$ cat src/rtl/te_branch_map.sv
// te_branch_map
// Collects conditional-branch outcomes from the registered retirement stream
// and packs them into branch maps (bit = 1 means not taken). Each finished map
// is handed to the packet encoder over a valid/ready handshake. Traps and
// explicit flushes close the current map early.
// Optional feature: define TE_COMPRESSED_EN to also recognise c.beqz/c.bnez.
module te_branch_map #(
    parameter int MAP_LEN = 31,
    localparam int CNT_W = $clog2(MAP_LEN + 1)
) (
    input  logic               clk_i,
    input  logic               rst_ni,
    input  logic               ivalid_i,
    input  logic               iexception_i,
    input  logic               interrupt_i,
    input  logic [31:0]        iaddr_i,
    input  logic [31:0]        instr_i,
    input  logic               flush_i,
    output logic               map_valid_o,
    input  logic               map_ready_i,
    output logic [MAP_LEN-1:0] map_bits_o,
    output logic [CNT_W-1:0]   map_cnt_o,
    output logic               map_ovf_o
);

    localparam logic [6:0]       OPC_BRANCH = 7'b1100011;
    localparam logic [CNT_W-1:0] CNT_FULL   = CNT_W'(MAP_LEN);

    logic               pending_q;
    logic [31:0]        pend_next_q;
    logic [MAP_LEN-1:0] acc_q, acc_n, acc_app;
    logic [CNT_W-1:0]   cnt_q, cnt_n, cnt_app;
    logic               ovf_q, ovf_n;
    logic               close_pend_q, close_n;

    logic               is_trap;
    logic               is_branch32;
    logic               is_branch16;
    logic               is_branch;
    logic [31:0]        branch_step;
    logic               resolve;
    logic               outcome;
    logic               close_now;
    logic               out_free;
    logic               xfer;
    logic [MAP_LEN-1:0] xfer_bits;
    logic [CNT_W-1:0]   xfer_cnt;

    assign is_trap     = ivalid_i & (iexception_i | interrupt_i);
    assign is_branch32 = ivalid_i & ~iexception_i & ~interrupt_i
                         & (instr_i[6:0] == OPC_BRANCH);

`ifdef TE_COMPRESSED_EN
    logic unused_instr;
    assign unused_instr = ^{instr_i[31:16], instr_i[12:7]};
    // c.beqz / c.bnez: quadrant 01 with funct3 110 or 111
    assign is_branch16 = ivalid_i & ~iexception_i & ~interrupt_i
                         & (instr_i[1:0] == 2'b01) & (instr_i[15:14] == 2'b11);
`else
    logic unused_instr;
    assign unused_instr = ^instr_i[31:7];
    assign is_branch16  = 1'b0;
`endif

    assign is_branch   = is_branch32 | is_branch16;
    assign branch_step = is_branch16 ? 32'd2 : 32'd4;
    assign resolve     = ivalid_i & pending_q;
    assign outcome     = (iaddr_i == pend_next_q);
    assign close_now   = flush_i | is_trap;
    assign out_free    = ~map_valid_o | map_ready_i;

    // Track the one outstanding branch whose fall-through address decides its outcome
    always_ff @(posedge clk_i or negedge rst_ni) begin
        if (!rst_ni) begin
            pending_q   <= 1'b0;
            pend_next_q <= '0;
        end else if (ivalid_i) begin
            pending_q <= is_branch;
            if (is_branch) begin
                pend_next_q <= iaddr_i + branch_step;
            end
        end
    end

    // Append outcomes, decide when the accumulator moves to the output, handle drops
    always_comb begin
        acc_n     = acc_q;
        cnt_n     = cnt_q;
        ovf_n     = ovf_q;
        close_n   = close_pend_q;
        xfer      = 1'b0;
        xfer_bits = acc_q;
        xfer_cnt  = cnt_q;
        acc_app   = acc_q;
        cnt_app   = cnt_q;
        if (cnt_q == CNT_FULL) begin
            if (out_free) begin
                xfer    = 1'b1;
                acc_n   = '0;
                cnt_n   = '0;
                ovf_n   = 1'b0;
                close_n = 1'b0;
                if (resolve) begin
                    acc_n[0] = outcome;
                    cnt_n    = CNT_W'(1);
                    close_n  = close_now;
                end
            end else begin
                if (resolve) begin
                    ovf_n = 1'b1;
                end
                close_n = close_pend_q | close_now;
            end
        end else begin
            if (resolve) begin
                acc_app[cnt_q] = outcome;
            end
            cnt_app = cnt_q + CNT_W'(resolve);
            if (((cnt_app == CNT_FULL) || close_now || close_pend_q)
                && (cnt_app != '0) && out_free) begin
                xfer      = 1'b1;
                xfer_bits = acc_app;
                xfer_cnt  = cnt_app;
                acc_n     = '0;
                cnt_n     = '0;
                ovf_n     = 1'b0;
                close_n   = 1'b0;
            end else begin
                acc_n = acc_app;
                cnt_n = cnt_app;
                if (cnt_app != '0) begin
                    close_n = close_pend_q | close_now;
                end
            end
        end
    end

    // Accumulator state register
    always_ff @(posedge clk_i or negedge rst_ni) begin
        if (!rst_ni) begin
            acc_q        <= '0;
            cnt_q        <= '0;
            ovf_q        <= 1'b0;
            close_pend_q <= 1'b0;
        end else begin
            acc_q        <= acc_n;
            cnt_q        <= cnt_n;
            ovf_q        <= ovf_n;
            close_pend_q <= close_n;
        end
    end

    // Output map register, held stable until the consumer accepts it
    always_ff @(posedge clk_i or negedge rst_ni) begin
        if (!rst_ni) begin
            map_valid_o <= 1'b0;
            map_bits_o  <= '0;
            map_cnt_o   <= '0;
            map_ovf_o   <= 1'b0;
        end else if (xfer) begin
            map_valid_o <= 1'b1;
            map_bits_o  <= xfer_bits;
            map_cnt_o   <= xfer_cnt;
            map_ovf_o   <= ovf_q;
        end else if (map_ready_i) begin
            map_valid_o <= 1'b0;
        end
    end

endmodule

$ cat config.mk
export PLATFORM = sky130hd
export DESIGN_NAME = te_branch_map
export DESIGN_NICKNAME = d
export VERILOG_FILES = /design/src/rtl/te_branch_map.sv
export SDC_FILE = /design/constraint.sdc
export NUM_CORES = 1
export LEC_CHECK = 0
export ABC_AREA = 1
export ABC_CLOCK_PERIOD_IN_PS = 3200
export CAP_MARGIN = 30
export CORE_ASPECT_RATIO = 1.4
export CORE_MARGIN = 2
export CORE_UTILIZATION = 25
export CTS_CLUSTER_SIZE = 10
export DETAILED_ROUTE_END_ITERATION = 8
export PLACE_DENSITY = 0.55
export SYNTH_ARGS = -nofsm -noshare
export SYNTH_HDL_FRONTEND = slang
export SYNTH_SLANG_ARGS = --single-unit
$ cat constraint.sdc
create_clock -name clk_i -period 3.2 [get_ports clk_i]
set_input_delay 0.96 -clock clk_i [delete_from_list [all_inputs] [get_ports clk_i]]
set_output_delay 0.96 -clock clk_i [all_outputs]
set_load 0.05 [all_outputs]
==> summary.txt <==
Logic synthesis
  • Yosys Warn Count: 0
  • Synth cell types: 40
  • Netlist area before placement: 6506 um2
  • Sequential area share after synthesis: 41.92%
  • Main flop type after synthesis: sky130_fd_sc_hd__dfrtp_1
  • Synth async-reset ratio: 100.0%
  • Number of synthesized flops with an enable pin: 0
  • Per-instance average area after synthesis: 7.150 um2
  • Synthesized instance count: 910
  • Post-synthesis register bit count: 109
  • Synthesized net count: 984

Layout
  • Layout-stage area growth over the synthesis result: 28.10%
  • Non-Filler Cell Area, Final: 8334 um2
  • Filler Cell Count: 2718
  • Final-stage net count: 1092
  • Ratio of cells with drive above 1 in the final layout: 10.46%
  • Number of diodes: 0

Timing
  • Worst-case headroom to the max-slew limit: 60.89%
  • Final setup violation count: 0
  • Final Critical Period: 3.043 ns
  • Final Hold Violating Endpoints: 0
  • Setup skew after layout: 0.01103 ns
  • Fmax: 328.6 MHz
  • Share of the clock period used by the worst path: 95.11%
  • Setup repair after global routing missed its margin: false
  • Final-report max-slew violation count: 0
  • Measured slew at the worst slew-check pin: 0.5849 ns

Worst setup path
  • Max incr delay on CP: 0.48 ns
  • Worst Path Class, Setup: in -> reg
  • Cell-by-cell trace of the critical path: clkdlybuf4s50_1 > nand2_1 > inv_1 > ha_2 > ha_2 > or2_2 > nor2_2 > nand3_2 > nand2_2 > inv_4 > nand2_4 > nand2_8 > inv_6 > buf_12 > a21oi_1 > nand2_1 > nand2_1
  • Critical path data required time: 3.45 ns
  • Crit-path max FO: 20
  • Setup crit end kind: flip-flop
  • Worst flop-to-flop path endpoint: close_pend_q
  • Timing endpoint of the critical path: map_bits_o[6]
  • Data arrival, critical path: 3.29 ns
  • Most frequent cell on the critical path: sky130_fd_sc_hd__nand2_1
  • Crit-path slowest cell: sky130_fd_sc_hd__clkdlybuf4s50_1
  • Source of the critical timing path: ivalid_i
  • Startpoint of the lowest-slack register-to-register path: cnt_q[2]
  • Worst setup SP type: primary input
  • Worst Reg2Reg Path Length in Cells: 7
  • Setup slack on the worst flop-to-flop path: 0.66 ns

Floorplanning
  • Area of the placeable core: 25470 um2
  • Die Y: 194.9 um
  • Std-Cell Rows: 69
  • IO Count: 109
  • Die outline width: 140.3 um
  • Effective utilization at floorplan: 25.55%
  • Full die area: 27350 um2

Hold path
  • Type of the worst min-delay path: reg -> reg
  • Worst hold path stage count: 2

Global route
  • GR Overflow Total: 0
  • Number of antenna violations at the first check in global routing: 1
  • Vias in the first global route: 6045
  • First-pass GRT wire length: 30680 um
  • Total Routing Usage GR: 13.94%
  • Pin count of the biggest net entering global routing: 51

Place
  • Post-DP HPWL: 13680 um
  • Cell area reported after detailed placement: 7991 um2
  • Weighted congestion at the end of routability-driven global placement: 0.9073
  • PortBufs: 83

Routing
  • Number of vias per cell: 4.497
  • Number of DRC violations after detailed-routing iteration 0: 313
  • Number of nets with antenna violations after routing: 0
  • Wire length reported by the detailed router: 18650 um
  • # DRC: 0
  • Routed wire length per instance: 13.90 um
  • Iteration count of the initial detailed-routing pass: 4
  • Via count: 6035

Pwr
  • Worst IR Drop VDD: 0.2688 mV
  • Overall power of the completed layout: 5674 uW
  • P_leak: 0.003791 uW
  • Power per cell area: 680.7 nW/um2

Clock network
  • Number of resized instances in the post-cts repair step: 0
  • Clock tree from TritonCTS: done
  • Worst-case clock buffer depth: 2
  • Root buf cell: sky130_fd_sc_hd__clkbuf_16
  • Buffer count from post-CTS setup fixing: 0
  • CTS Buf Count: 9
  • Clk Latency, worst-skew pair: 0.36 ns
  • Hold-fix buffer count after cts: 0
  • Total clock sinks: 109
  • Clock-pin transition on the worst setup and hold timing paths: 0.08 ns
  • H-tree depth: 3

Flow run
  • Max-capacitance violation count: 0

Run status
  • Outcome: finished, final reports clean
[sequential cells by signal, indices dropped and copies added (netlist names)]
| name | count |
|---|---|
| map_cnt_o | 5 |
| map_bits_o | 31 |
| cnt_q | 5 |
| close_pend_q | 1 |
| map_ovf_o | 1 |
| map_valid_o | 1 |
| acc_q | 31 |
| pend_next_q | 32 |
| ovf_q | 1 |
| pending_q | 1 |
[kinds of logic after synthesis]
family | count (synthesis) | share of synthesized area [%]
adders and majority gates | 3 | 0.5770
buffers and inverters | 131 | 8.557
AOI/OAI and AO/OA | 134 | 11.52
and+or+nand+nor | 486 | 31.10
xor gates and xnor gates | 47 | 6.327
DFF | 109 | 41.92
[synthesized netlist by cell type, types with 2 or more instances]
master / count / share of area [%]
sky130_fd_sc_hd__nand2_1: 339 / 20
sky130_fd_sc_hd__dfrtp_1: 109 / 42
sky130_fd_sc_hd__inv_1: 84 / 4.8
sky130_fd_sc_hd__nor2_1: 81 / 4.7
sky130_fd_sc_hd__o21ai_0: 61 / 4.7
sky130_fd_sc_hd__a21oi_1: 31 / 2.4
sky130_fd_sc_hd__o22ai_1: 31 / 3.0
sky130_fd_sc_hd__xnor2_1: 28 / 3.8
sky130_fd_sc_hd__xor2_1: 19 / 2.6
sky130_fd_sc_hd__clkbuf_1: 14 / 0.81
sky130_fd_sc_hd__nand3_1: 14 / 1.1
sky130_fd_sc_hd__nor3_1: 14 / 1.1
sky130_fd_sc_hd__buf_2: 13 / 1.0
sky130_fd_sc_hd__nand4_1: 12 / 1.2
sky130_fd_sc_hd__inv_2: 9 / 0.52
sky130_fd_sc_hd__a21oi_2: 5 / 0.67
sky130_fd_sc_hd__buf_4: 4 / 0.46
sky130_fd_sc_hd__buf_6: 4 / 0.69
sky130_fd_sc_hd__nor2_2: 4 / 0.38
sky130_fd_sc_hd__ha_1: 3 / 0.58
sky130_fd_sc_hd__nand2_2: 3 / 0.29
sky130_fd_sc_hd__nand3b_1: 3 / 0.35
sky130_fd_sc_hd__nor3_2: 3 / 0.46
sky130_fd_sc_hd__nor4_1: 3 / 0.29
sky130_fd_sc_hd__nand2_4: 2 / 0.35
sky130_fd_sc_hd__nand3_2: 2 / 0.31
sky130_fd_sc_hd__or2_2: 2 / 0.19
[placed cells by master (no fill, tap or decap), types with 8 or more instances in the layout]
cell,Yosys,layout
sky130_fd_sc_hd__nand3_1,14,14
sky130_fd_sc_hd__nor2_1,81,79
sky130_fd_sc_hd__xor2_1,19,19
sky130_fd_sc_hd__nand2_1,339,338
sky130_fd_sc_hd__inv_1,84,84
sky130_fd_sc_hd__o21ai_0,61,60
sky130_fd_sc_hd__dfrtp_1,109,109
sky130_fd_sc_hd__a21oi_1,31,31
sky130_fd_sc_hd__buf_4,4,42
sky130_fd_sc_hd__inv_2,9,8
sky130_fd_sc_hd__xnor2_1,28,28
sky130_fd_sc_hd__clkbuf_16,0,10
sky130_fd_sc_hd__nand4_1,12,12
sky130_fd_sc_hd__nor3_1,14,14
sky130_fd_sc_hd__clkdlybuf4s50_1,0,82
sky130_fd_sc_hd__o22ai_1,31,31
[worst max-delay path, delay by kind of cell]
family	cells	cell delay, ns
simple gates	9	0.94
compound gates	1	0.06
fa+ha+maj	2	0.44
buf+inv	5	0.87
[worst min path at each step]
stage / end / slack [ns] / start
2_1_floorplan: map_ovf_o / 0.45 / ovf_q
3_3_place_gp: pending_q / 0.46 / pending_q
3_5_place_dp: map_bits_o[23] / 0.47 / map_bits_o[23]
4_1_cts: map_bits_o[16] / 0.49 / map_bits_o[16]
5_1_grt: map_bits_o[16] / 0.52 / map_bits_o[16]
6_report: map_bits_o[13] / 0.48 / map_bits_o[13]
[power breakdown]
| group | leakage [uW] | switching, uW | internal, uW | total (uW) |
|---|---|---|---|---|
| clock | 0.000150 | 555 | 612 | 1170 |
| sequential | 0.00142 | 169 | 1710 | 1880 |
| combinational | 0.00222 | 1710 | 924 | 2630 |
| total | 0.00379 | 2430 | 3240 | 5670 |
[per-stage QoR]
step | util (%) | setup TNS [ns] | std cells | hold WS (ns) | worst slack [ns]
after floorplan | - | 0 | 910 | 0.4496 | 0.2580
after global placement | 31.38 | -9.891 | 1325 | 0.4646 | -0.2614
after detailed placement | 31.38 | -12.38 | 1325 | 0.4681 | -0.2927
after CTS | 32.54 | 0 | 1341 | 0.4882 | 0.08348
after global routing | 32.72 | 0 | 1342 | 0.5205 | 0.01087
final | 32.72 | 0 | 1342 | 0.4787 | 0.1566
[metal layers]
layer / vias to the layer above / part of all wire, % / track usage [%]
li1: 3093 / - / -
met1: 2836 / 43 / 17.04
met2: 88 / 53 / 25.71
met3: 18 / 2.3 / 1.454
met4: 0 / 1.6 / 4.003
met5: - / 0 / 0
[area by class of cell]
cell class                      count  area (um2)  area share (%)
Inverter                           95       364.1           4.369
Multi-Input combinational cell    670        3234           38.81
Tap cell                          319       399.1           4.789
Clock inverter                      7       71.32          0.8557
Sequential cell                   109        2728           32.73
Clock buffer                        9       225.2           2.702
Timing Repair Buffer              133        1313           15.75
Note: power is estimated with default switching activity, not from simulation.
